--- src/rtl/fir_seq_ctl_if.sv ---
// Host and PE-chain signal bundle for fir_seq_ctl.
// The flush handshake exists only when FIR_CTL_FLUSH_EN is defined.
interface fir_seq_ctl_if;
  logic [7:0]  x_data;
  logic        x_valid;
  logic        x_ready;
  logic [15:0] y_data;
  logic        y_valid;
  logic        pe_rdy;
  logic [3:0]  pe_xin;
  logic [3:0]  pe_yin;
  logic [3:0]  pe_yout;
  logic        pe_vld;
  logic        err_vld;
`ifdef FIR_CTL_FLUSH_EN
  logic        flush_req;
  logic        flush_done;

  modport slave (
    input  x_data, x_valid, pe_yout, pe_vld, flush_req,
    output x_ready, y_data, y_valid, pe_rdy, pe_xin, pe_yin, err_vld, flush_done
  );
  modport master (
    output x_data, x_valid, pe_yout, pe_vld, flush_req,
    input  x_ready, y_data, y_valid, pe_rdy, pe_xin, pe_yin, err_vld, flush_done
  );
`else
  modport slave (
    input  x_data, x_valid, pe_yout, pe_vld,
    output x_ready, y_data, y_valid, pe_rdy, pe_xin, pe_yin, err_vld
  );
  modport master (
    output x_data, x_valid, pe_yout, pe_vld,
    input  x_ready, y_data, y_valid, pe_rdy, pe_xin, pe_yin, err_vld
  );
`endif
endinterface

--- src/rtl/fir_seq_ctl.sv ---
// Frame sequencer for the nibble-serial FIR PE chain: sample load, nibble serialisation, result assembly.
// Optional drain sequence enabled by defining FIR_CTL_FLUSH_EN.
module fir_seq_ctl #(
  parameter int unsigned PRIME    = 2,
  parameter logic [15:0] BIAS     = 16'h0000,
  parameter int unsigned INIT_CYC = 5
) (
  input logic          clk,
  input logic          nReset,
  fir_seq_ctl_if.slave bus
);
  localparam int unsigned    ICW        = (INIT_CYC > 1) ? $clog2(INIT_CYC) : 1;
  localparam int unsigned    PCW        = (PRIME > 0) ? $clog2(PRIME + 1) : 1;
  localparam logic [ICW-1:0] INIT_LAST  = ICW'(INIT_CYC - 1);
  localparam logic [PCW-1:0] PRIME_INIT = PCW'(PRIME);

  typedef enum logic [2:0] {INIT, IDLE, LOAD, N0, N1, N2, N3} state_t;

  state_t         state_reg, state_next;
  logic [ICW-1:0] init_cnt_reg;
  logic [PCW-1:0] prime_cnt_reg;
  logic [7:0]     smp_reg;
  logic [11:0]    res_reg;
  logic [15:0]    y_data_reg;
  logic           y_valid_reg;
  logic           pe_rdy_reg;
  logic           x_ready_reg;
  logic           err_reg;
  logic           chk_en_reg;
  logic [4:0]     rdy_dly_reg;
  logic           take_smp;
  logic           x_ready_next;
  logic           no_discard;
  logic           hold_off;
  logic [3:0]     xin;
  logic [3:0]     yin;
  logic [3:0]     bias_nib [4];

  genvar gi;
  generate
    for (gi = 0; gi < 4; gi++) begin : g_bias
      assign bias_nib[gi] = BIAS[4*gi +: 4];
    end
  endgenerate

`ifdef FIR_CTL_FLUSH_EN
  logic           flushing_reg;
  logic           flush_pend_reg;
  logic           flush_done_reg;
  logic [PCW-1:0] flush_cnt_reg;
  logic           flush_start;
  logic           flush_last;

  assign no_discard      = flushing_reg;
  assign hold_off        = flushing_reg | flush_pend_reg;
  assign bus.flush_done  = flush_done_reg;
`else
  assign no_discard      = 1'b0;
  assign hold_off        = 1'b0;
`endif

  always_ff @(posedge clk or negedge nReset) begin
    if (!nReset) state_reg <= INIT;
    else         state_reg <= state_next;
  end

  always_comb begin
    state_next = state_reg;
    take_smp   = 1'b0;
    xin        = 4'h0;
    yin        = 4'h0;
`ifdef FIR_CTL_FLUSH_EN
    flush_start = 1'b0;
    flush_last  = 1'b0;
`endif
    case (state_reg)
      INIT: if (init_cnt_reg == INIT_LAST) state_next = IDLE;
      IDLE: begin
        if (bus.x_valid) begin
          take_smp   = 1'b1;
          state_next = LOAD;
        end
`ifdef FIR_CTL_FLUSH_EN
        else if (bus.flush_req) begin
          flush_start = 1'b1;
          state_next  = LOAD;
        end
`endif
      end
      LOAD: state_next = N0;
      N0: begin
        xin        = smp_reg[3:0];
        yin        = bias_nib[0];
        state_next = N1;
      end
      N1: begin
        xin        = smp_reg[7:4];
        yin        = bias_nib[1];
        state_next = N2;
      end
      N2: begin
        yin        = bias_nib[2];
        state_next = N3;
      end
      N3: begin
        yin        = bias_nib[3];
        state_next = IDLE;
`ifdef FIR_CTL_FLUSH_EN
        if (flushing_reg) begin
          flush_last = (flush_cnt_reg == '0);
          if (!flush_last) state_next = LOAD;
        end else if (flush_pend_reg) begin
          flush_start = 1'b1;
          state_next  = LOAD;
        end else if (bus.x_valid) begin
          take_smp   = 1'b1;
          state_next = LOAD;
        end
`else
        if (bus.x_valid) begin
          take_smp   = 1'b1;
          state_next = LOAD;
        end
`endif
      end
      default: state_next = INIT;
    endcase
    // Ready is registered, so it is decided from where the FSM is going next
    x_ready_next = (state_next == IDLE) || ((state_next == N3) && !hold_off);
  end

  always_ff @(posedge clk or negedge nReset) begin
    if (!nReset) begin
      init_cnt_reg  <= '0;
      prime_cnt_reg <= PRIME_INIT;
      smp_reg       <= '0;
      res_reg       <= '0;
      y_data_reg    <= '0;
      y_valid_reg   <= 1'b0;
      pe_rdy_reg    <= 1'b0;
      x_ready_reg   <= 1'b0;
      err_reg       <= 1'b0;
      chk_en_reg    <= 1'b0;
      rdy_dly_reg   <= '0;
`ifdef FIR_CTL_FLUSH_EN
      flushing_reg   <= 1'b0;
      flush_pend_reg <= 1'b0;
      flush_done_reg <= 1'b0;
      flush_cnt_reg  <= '0;
`endif
    end else begin
      y_valid_reg <= 1'b0;
      pe_rdy_reg  <= (state_next == LOAD);
      x_ready_reg <= x_ready_next;
      rdy_dly_reg <= {rdy_dly_reg[3:0], pe_rdy_reg};
      if (state_next == LOAD) chk_en_reg <= 1'b1;
      // The last PE must raise Vld exactly five cycles after each Rdy pulse
      if (chk_en_reg && (bus.pe_vld != rdy_dly_reg[4])) err_reg <= 1'b1;
      if (state_reg == INIT) init_cnt_reg <= init_cnt_reg + ICW'(1);
      if (take_smp) smp_reg <= bus.x_data;
      case (state_reg)
        N0:      res_reg[3:0]  <= bus.pe_yout;
        N1:      res_reg[7:4]  <= bus.pe_yout;
        N2:      res_reg[11:8] <= bus.pe_yout;
        default: ;
      endcase
      if (state_reg == N3) begin
        if (no_discard || (prime_cnt_reg == '0)) begin
          y_data_reg  <= {bus.pe_yout, res_reg};
          y_valid_reg <= 1'b1;
        end else begin
          prime_cnt_reg <= prime_cnt_reg - PCW'(1);
        end
      end
`ifdef FIR_CTL_FLUSH_EN
      flush_done_reg <= 1'b0;
      if ((state_reg == IDLE) && bus.x_valid && bus.flush_req) flush_pend_reg <= 1'b1;
      if (flush_start) begin
        flushing_reg   <= 1'b1;
        flush_pend_reg <= 1'b0;
        flush_cnt_reg  <= PRIME_INIT;
        smp_reg        <= '0;
      end else if (flushing_reg && (state_reg == N3)) begin
        if (flush_last) begin
          flushing_reg   <= 1'b0;
          flush_done_reg <= 1'b1;
          prime_cnt_reg  <= PRIME_INIT;
        end else begin
          flush_cnt_reg <= flush_cnt_reg - PCW'(1);
        end
      end
`endif
    end
  end

  assign bus.x_ready = x_ready_reg;
  assign bus.y_data  = y_data_reg;
  assign bus.y_valid = y_valid_reg;
  assign bus.pe_rdy  = pe_rdy_reg;
  assign bus.pe_xin  = xin;
  assign bus.pe_yin  = yin;
  assign bus.err_vld = err_reg;

endmodule

--- src/flat_wrapper.sv ---
// flat-port wrapper written by rule: the top's interface ports become plain ports
module fir_seq_ctl_flat 
#(
  parameter int unsigned PRIME    = 2,
  parameter logic [15:0] BIAS     = 16'h0000,
  parameter int unsigned INIT_CYC = 5
)
  (clk, nReset, bus_x_data, bus_x_valid, bus_pe_yout, bus_pe_vld, bus_x_ready, bus_y_data, bus_y_valid, bus_pe_rdy, bus_pe_xin, bus_pe_yin, bus_err_vld);
  fir_seq_ctl_if bus_i ();
  input logic clk;
  input logic nReset;
  input wire logic [$bits(bus_i.x_data)-1:0] bus_x_data;
  input wire logic [$bits(bus_i.x_valid)-1:0] bus_x_valid;
  input wire logic [$bits(bus_i.pe_yout)-1:0] bus_pe_yout;
  input wire logic [$bits(bus_i.pe_vld)-1:0] bus_pe_vld;
  output wire logic [$bits(bus_i.x_ready)-1:0] bus_x_ready;
  output wire logic [$bits(bus_i.y_data)-1:0] bus_y_data;
  output wire logic [$bits(bus_i.y_valid)-1:0] bus_y_valid;
  output wire logic [$bits(bus_i.pe_rdy)-1:0] bus_pe_rdy;
  output wire logic [$bits(bus_i.pe_xin)-1:0] bus_pe_xin;
  output wire logic [$bits(bus_i.pe_yin)-1:0] bus_pe_yin;
  output wire logic [$bits(bus_i.err_vld)-1:0] bus_err_vld;
  assign bus_i.x_data = bus_x_data;
  assign bus_i.x_valid = bus_x_valid;
  assign bus_i.pe_yout = bus_pe_yout;
  assign bus_i.pe_vld = bus_pe_vld;
  assign bus_x_ready = bus_i.x_ready;
  assign bus_y_data = bus_i.y_data;
  assign bus_y_valid = bus_i.y_valid;
  assign bus_pe_rdy = bus_i.pe_rdy;
  assign bus_pe_xin = bus_i.pe_xin;
  assign bus_pe_yin = bus_i.pe_yin;
  assign bus_err_vld = bus_i.err_vld;
  fir_seq_ctl #(.PRIME(PRIME), .BIAS(BIAS), .INIT_CYC(INIT_CYC)) u_core (.clk(clk), .nReset(nReset), .bus(bus_i));
endmodule
--- config.mk ---
export PLATFORM = sky130hd
export DESIGN_NAME = fir_seq_ctl_flat
export DESIGN_NICKNAME = d
export VERILOG_FILES = /design/src/rtl/fir_seq_ctl_if.sv /design/src/rtl/fir_seq_ctl.sv /design/src/flat_wrapper.sv
export SDC_FILE = /design/constraint.sdc
export NUM_CORES = 1
export LEC_CHECK = 0
export CAP_MARGIN = 20
export CORE_MARGIN = 1.5
export CORE_UTILIZATION = 35
export DETAILED_ROUTE_END_ITERATION = 12
export PLACE_DENSITY_LB_ADDON = 0.1
export SLEW_MARGIN = 5
export SYNTH_ARGS = -nofsm -noshare
export SYNTH_HDL_FRONTEND = slang
export SYNTH_SLANG_ARGS = --single-unit
export TNS_END_PERCENT = 10
--- constraint.sdc ---
create_clock -name clk -period 1.9 [get_ports clk]
set_input_delay 0.285 -clock clk [delete_from_list [all_inputs] [get_ports clk]]
set_output_delay 0.285 -clock clk [all_outputs]
set_load 0.005 [all_outputs]
== After elaboration in Yosys (flattened, before gate mapping) ==
Index checks and enable logic that the tools add are counted.

* Add/subtract/negate cells: 2
* Bitwise operators: 1
* Mux-type cells: 9
* Equal/unequal tests: 11
* Reductions and logical operators: 7

{| class="wikitable"
|+ Operators by type and width
! kind !! number
|-
| case mux 3 bit (7 select lines) || 1
|-
| == test 3 bit (second input constant) || 5
|-
| == test 3 x 2 -> 1 bit (second input constant) || 3
|-
| case mux 4 bit (2 select lines) || 1
|-
| == test 3 x 1 -> 1 bit (second input constant) || 2
|-
| 2-to-1 mux 3 bit || 2
|-
| 2-to-1 mux 1 bit || 4
|-
| AND reduction 2 bit || 2
|-
| adder 3 x 1 -> 3 bit (second input constant) || 1
|-
| logical NOT 3 bit || 1
|-
| logical NOT 2 bit || 1
|-
| 2-to-1 mux 2 bit || 1
|-
| OR reduction 2 bit || 1
|-
| subtractor 2 x 1 -> 2 bit (second input constant) || 1
|-
| logical AND 1 bit || 1
|-
| logical OR 1 bit || 1
|-
| != test 1 bit || 1
|-
| inverter 1 bit || 1
|}

* Output and inout port bits: 28
* Input port bits: 16
* Register bits after elaboration: 54
* Word-level logic and storage cells: 44

== Longest topological paths before layout ==
Gate-level depths: netlist of the first run.

* Word-level depth: 5
* Mapped depth: 5
* Depth with buffers taken out: 4

== Least setup slack after synthesis of the first run ==
No wires, ideal clock.

* Path kind: flip-flop to flip-flop
* From: register u_core.prime_cnt_reg[1]
* To: register u_core.y_data_reg[10], in the netlist u_core.bus.y_data[10]
* Library setup time: 0.125 ns
* Path buffers: 1
* Stages on the path, launching flop included: 6
* Path slack: 0.330 ns
* Data required time: 1.775 ns
* Period minus slack after synthesis: 1.570 ns
* Arrival time: 1.445 ns
* Cell sequence: dfstp_2 > inv_1 > ha_1 > nand4_4 > buf_2 > mux2_2

* Longest elaborated chain between the ends: 2

{| class="wikitable"
|+ RTL lines
! element !! RTL line !! text
|-
| start: declaration || fir_seq_ctl.sv:21 || <nowiki>logic [PCW-1:0] prime_cnt_reg;</nowiki>
|-
| start signal: assignment || fir_seq_ctl.sv:172 || <nowiki>prime_cnt_reg <= prime_cnt_reg - PCW'(1);</nowiki>
|-
| logical NOT 2 bit || fir_seq_ctl.sv:168 || <nowiki>if (no_discard || (prime_cnt_reg == '0)) begin</nowiki>
|-
| AND reduction 2 bit (no line) || n/a ||
|-
| end signal: assignment || fir_seq_ctl.sv:169 || <nowiki>y_data_reg <= {bus.pe_yout, res_reg};</nowiki>
|-
| end: declaration || fir_seq_ctl.sv:24 || <nowiki>logic [15:0] y_data_reg;</nowiki>
|}

No other way between the ends.
A chain may end at the register's enable or synchronous reset.

== Worst setup path in the final report of the first run ==
* From: register u_core.state_reg[2]
* To: output bus_pe_xin[3]

* Longest elaborated chain between the ends: 2

{| class="wikitable"
|+ RTL lines
! element !! RTL line !! text
|-
| start: declaration || fir_seq_ctl.sv:19 || <nowiki>state_t state_reg, state_next;</nowiki>
|-
| start signal: assignment || fir_seq_ctl.sv:64 || <nowiki>else state_reg <= state_next;</nowiki>
|-
| == test 3 bit or == test 3 x 2 -> 1 bit (tied branches) || fir_seq_ctl.sv:76 || <nowiki>case (state_reg)</nowiki>
|-
| case mux 4 bit (2 select lines) (*) || fir_seq_ctl.sv:76 ||
|-
| end: declaration || flat_wrapper.sv:20 || <nowiki>output wire logic [$bits(bus_i.pe_xin)-1:0] bus_pe_xin;</nowiki>
|}

Mark *: on every way between the ends. The rest lies on a longest branch, timed or not.

==> results of run 1 <==
==> cells in the mapped netlist, types with 2 or more instances <==
cell type / instances / area share (%)
sky130_fd_sc_hd__a221oi_1: 9 / 3.1
sky130_fd_sc_hd__inv_1: 14 / 2.1
sky130_fd_sc_hd__or2b_1: 3 / 0.90
sky130_fd_sc_hd__mux2_2: 25 / 11
sky130_fd_sc_hd__dfrtp_1: 53 / 53
sky130_fd_sc_hd__nand2b_1: 6 / 1.5
sky130_fd_sc_hd__buf_4: 4 / 1.2
sky130_fd_sc_hd__nand2_1: 4 / 0.60
sky130_fd_sc_hd__xnor2_1: 3 / 1.0
sky130_fd_sc_hd__buf_2: 6 / 1.2
sky130_fd_sc_hd__buf_6: 3 / 1.3
sky130_fd_sc_hd__inv_2: 2 / 0.30
sky130_fd_sc_hd__a21o_1: 2 / 0.60
sky130_fd_sc_hd__a21oi_1: 11 / 2.2
sky130_fd_sc_hd__mux2_4: 4 / 2.4
sky130_fd_sc_hd__a22o_1: 4 / 1.4
sky130_fd_sc_hd__or4b_1: 7 / 2.8
sky130_fd_sc_hd__o21ai_0: 3 / 0.60
sky130_fd_sc_hd__o32ai_1: 8 / 2.8
sky130_fd_sc_hd__ha_1: 3 / 1.5
==> cells in the final DEF, fill, tap and decap left out, drive strengths merged, types with 3 or more instances in the layout <==
cell | netlist | final
conb | 1 | 4
buf | 15 | 15
a221oi | 9 | 9
o32ai | 8 | 8
nand2b | 6 | 6
or4b | 8 | 8
clkdlybuf4s15 | 0 | 4
clkdlybuf4s50 | 0 | 34
mux2 | 29 | 29
a21oi | 11 | 11
clkbuf | 1 | 7
o21ai | 4 | 4
nand2 | 4 | 4
inv | 16 | 16
xnor2 | 3 | 3
a22o | 4 | 4
or2b | 3 | 3
dfrtp | 53 | 53
ha | 3 | 3
==> metal layers <==
layer | GRT usage, % | vias to the layer above | routed length (um) | part of all wire, %
met2 | 21.75 | 28 | 2277 | 46
met3 | 3.393 | 2 | 166 | 3.4
li1 | - | 790 | - | -
met1 | 19.89 | 797 | 2421 | 49
met5 | 0 | - | 0 | 0
met4 | 4.185 | 0 | 33 | 0.67
==> final cells by class <==
type                       instances  share of cell area (%)
sequential                        54                   43.45
multi-input combinational        112                   31.59
timing repair buffer              54                   16.48
tap                               96                   3.859
clock buffer                       7                   2.452
inverter                          16                   1.929
clock inverter                     1                  0.2412
==> repair_timing <==
item | CTS | global route
gates resized for setup | 5 | 4
hold buffers | 1 | 0
setup endpoints to repair | 4 | 4
hold endpoints to repair | 53 | 0
pin swaps | 1 | 0
setup buffers | 2 | 0
==> critical path, delay by kind of cell (launching register included) <==
family,cells,cell delay [ps]
DFF,1,400
buffers and inverters,1,200
AOI/OAI and AO/OA,1,220
and+or+nand+nor,2,410
==> final timing paths <==
path / start / endpoint / slack [ps] / cells past startpoint
min in group asynchronous: nReset / u_core.bus.y_data[5]$_DFFE_PN0P_ / 500 / 3
worst min-delay path: u_core.rdy_dly_reg[1]$_DFF_PN0_ / u_core.rdy_dly_reg[2]$_DFF_PN0_ / 350 / 0
worst max register to register: u_core.state_reg[1]$_DFF_PN0_ / u_core.smp_reg[0]$_DFFE_PN0P_ / 220 / 4
worst min register to register: u_core.rdy_dly_reg[1]$_DFF_PN0_ / u_core.rdy_dly_reg[2]$_DFF_PN0_ / 350 / 0
worst max-delay path: u_core.state_reg[2]$_DFF_PN0_ / bus_pe_xin[3] / 90 / 4
max in group asynchronous: nReset / u_core.prime_cnt_reg[1]$_DFFE_PN1P_ / 1090 / 3
==> where the power goes <==
| group | internal [mW] | switching (mW) | total (mW) |
|---|---|---|---|
| Clock | 0.262 | 0.354 | 0.615 |
| Sequential | 1.67 | 0.312 | 1.99 |
| Combinational | 1.23 | 0.869 | 2.10 |
| Total | 3.17 | 1.54 | 4.70 |
==> logic make-up after synthesis <==
group | Yosys count | share of synthesized area, %
other | 1 | 0.1498
muxes | 30 | 14.04
buffers and inverters | 32 | 7.246
DFF | 54 | 54.02
adders and majority gates | 3 | 1.499
xor gates and xnor gates | 4 | 1.400
and+or+nand+nor | 31 | 10.20
AOI/OAI and AO/OA | 40 | 11.44
==> per-stage QoR <==
stage	hold WS [ps]	area, um^2	setup WS [ps]
final	354.2	3113	93.13
after global routing	376.0	3113	30.97
after CTS	358.3	3108	13.74
after detailed placement	307.9	3002	86.79
after global placement	309.7	3002	119.8
after floorplan	-10.59	2515	330.0
==> run summary, run 1 <==
run status: finished, final reports clean
starting utilization of the core area: 36.45%
overall routed net length: 4898 um
Gate Count Post-Synth: 195
number of global-route vias before repair: 1654
number of diodes: 0
total placed cells including tap cells: 329
ordered cell list for the critical path: and2b_2 -> and2_4 -> a22o_1 -> clkdlybuf4s15_1
number of H-tree levels: 2
static leakage: 1.324 nW
DRC: 0
Worst setup SP type: flip-flop
most used flip-flop cell after synthesis: sky130_fd_sc_hd__dfrtp_1
total grt overflow: 0
clk buf depth: 2
largest net degree at the start of global routing: 55
hold violation total from the final report: 0
final routed wire length divided by cell count: 14.41 um
count of placed standard cells in the final layout, fillers left out: 340
power per unit of standard cell area: 1511 nW/um^2
area growth from synthesis to layout: 24.34%
register area share after synthesis: 54.02%
first-pass iteration count of the detailed router: 5
register clock-pin slew on the reported worst setup and hold paths: 90 ps
RSZ-0062 raised after global routing: false
Filler cells: 654
number of port buffers: 39
post-route ant nets: 0
worst voltage drop across the vdd grid: 0.4640 mV
global placer's final weighted congestion: 0.7455
CTS Sinks: 54
count of final setup violators: 0
horizontal die dimension: 87.58 um
utilization after layout: 45.32%
asr flop ratio synth: 100.0%
final-stage net count: 262
initial antenna violation count: 0
crit path max-delay cell type: sky130_fd_sc_hd__dfrtp_1
post-synthesis sequential element count: 54
area used by multi-input combinational logic: 983.4 um^2
Max-Cap Viols: 0
critical path type: flip-flop to output pin
clock latency on the worst-skew pair: 300 ps
share of the clock period used by the worst path: 95.10%
Period minus WS final: 1807 ps
Overall Global Routing Usage: 14.13%
summed instance area of the synthesized netlist: 2504 um^2
endpoint kind of the worst setup timing path: output pin
Num CTS Buffers: 5
full die area: 7669 um^2
warnings from Yosys: 0
endpoint arrival time on the critical path: 1520 ps
worst slew pin tran: 679.2 ps
number of DRC violations after detailed-routing iteration 0: 68
sum of net half-perimeters after detailed placement: 3320 um
post-synth cell types: 41
Root Driver: sky130_fd_sc_hd__clkbuf_8
total power: 4.705 mW
number of top-level pins: 44
flip-flop count of the largest register, all copies and words added: 16
number of synthesized flops with an enable pin: 0
path category of the worst min-delay check: flip-flop to flip-flop
upper clock frequency limit: 553.4 MHz
CTS tree: done
Sequential Area: 1353 um^2
total number of placement rows: 30
Final TNS setup: 0 ps
delay of the slowest cell on the worst path: 400 ps
wire length of the first global-routing pass: 8335 um
vertical extent of the die: 87.58 um
critical path peak fanout: 4
Layout Skew: 8.439 ps
Vias: 1617
required time worst endpoint: 1620 ps
Final Slew Violations: 0
worst max-slew margin expressed relative to the limit: 54.42%
post-synthesis average cell area: 12.84 um^2
fraction of layout instances using a drive strength above 1: 25.00%
average via count per standard cell: 4.756
standard cell core area: 6869 um^2
(Power assumes the default switching activity.)
==> inputs of run 2 (changes only) <==
- ABC_CLOCK_PERIOD_IN_PS: unset -> 1900
==> results of run 2 <==
Same layout as run 1: the final DEF is identical, and so are final timing and power.
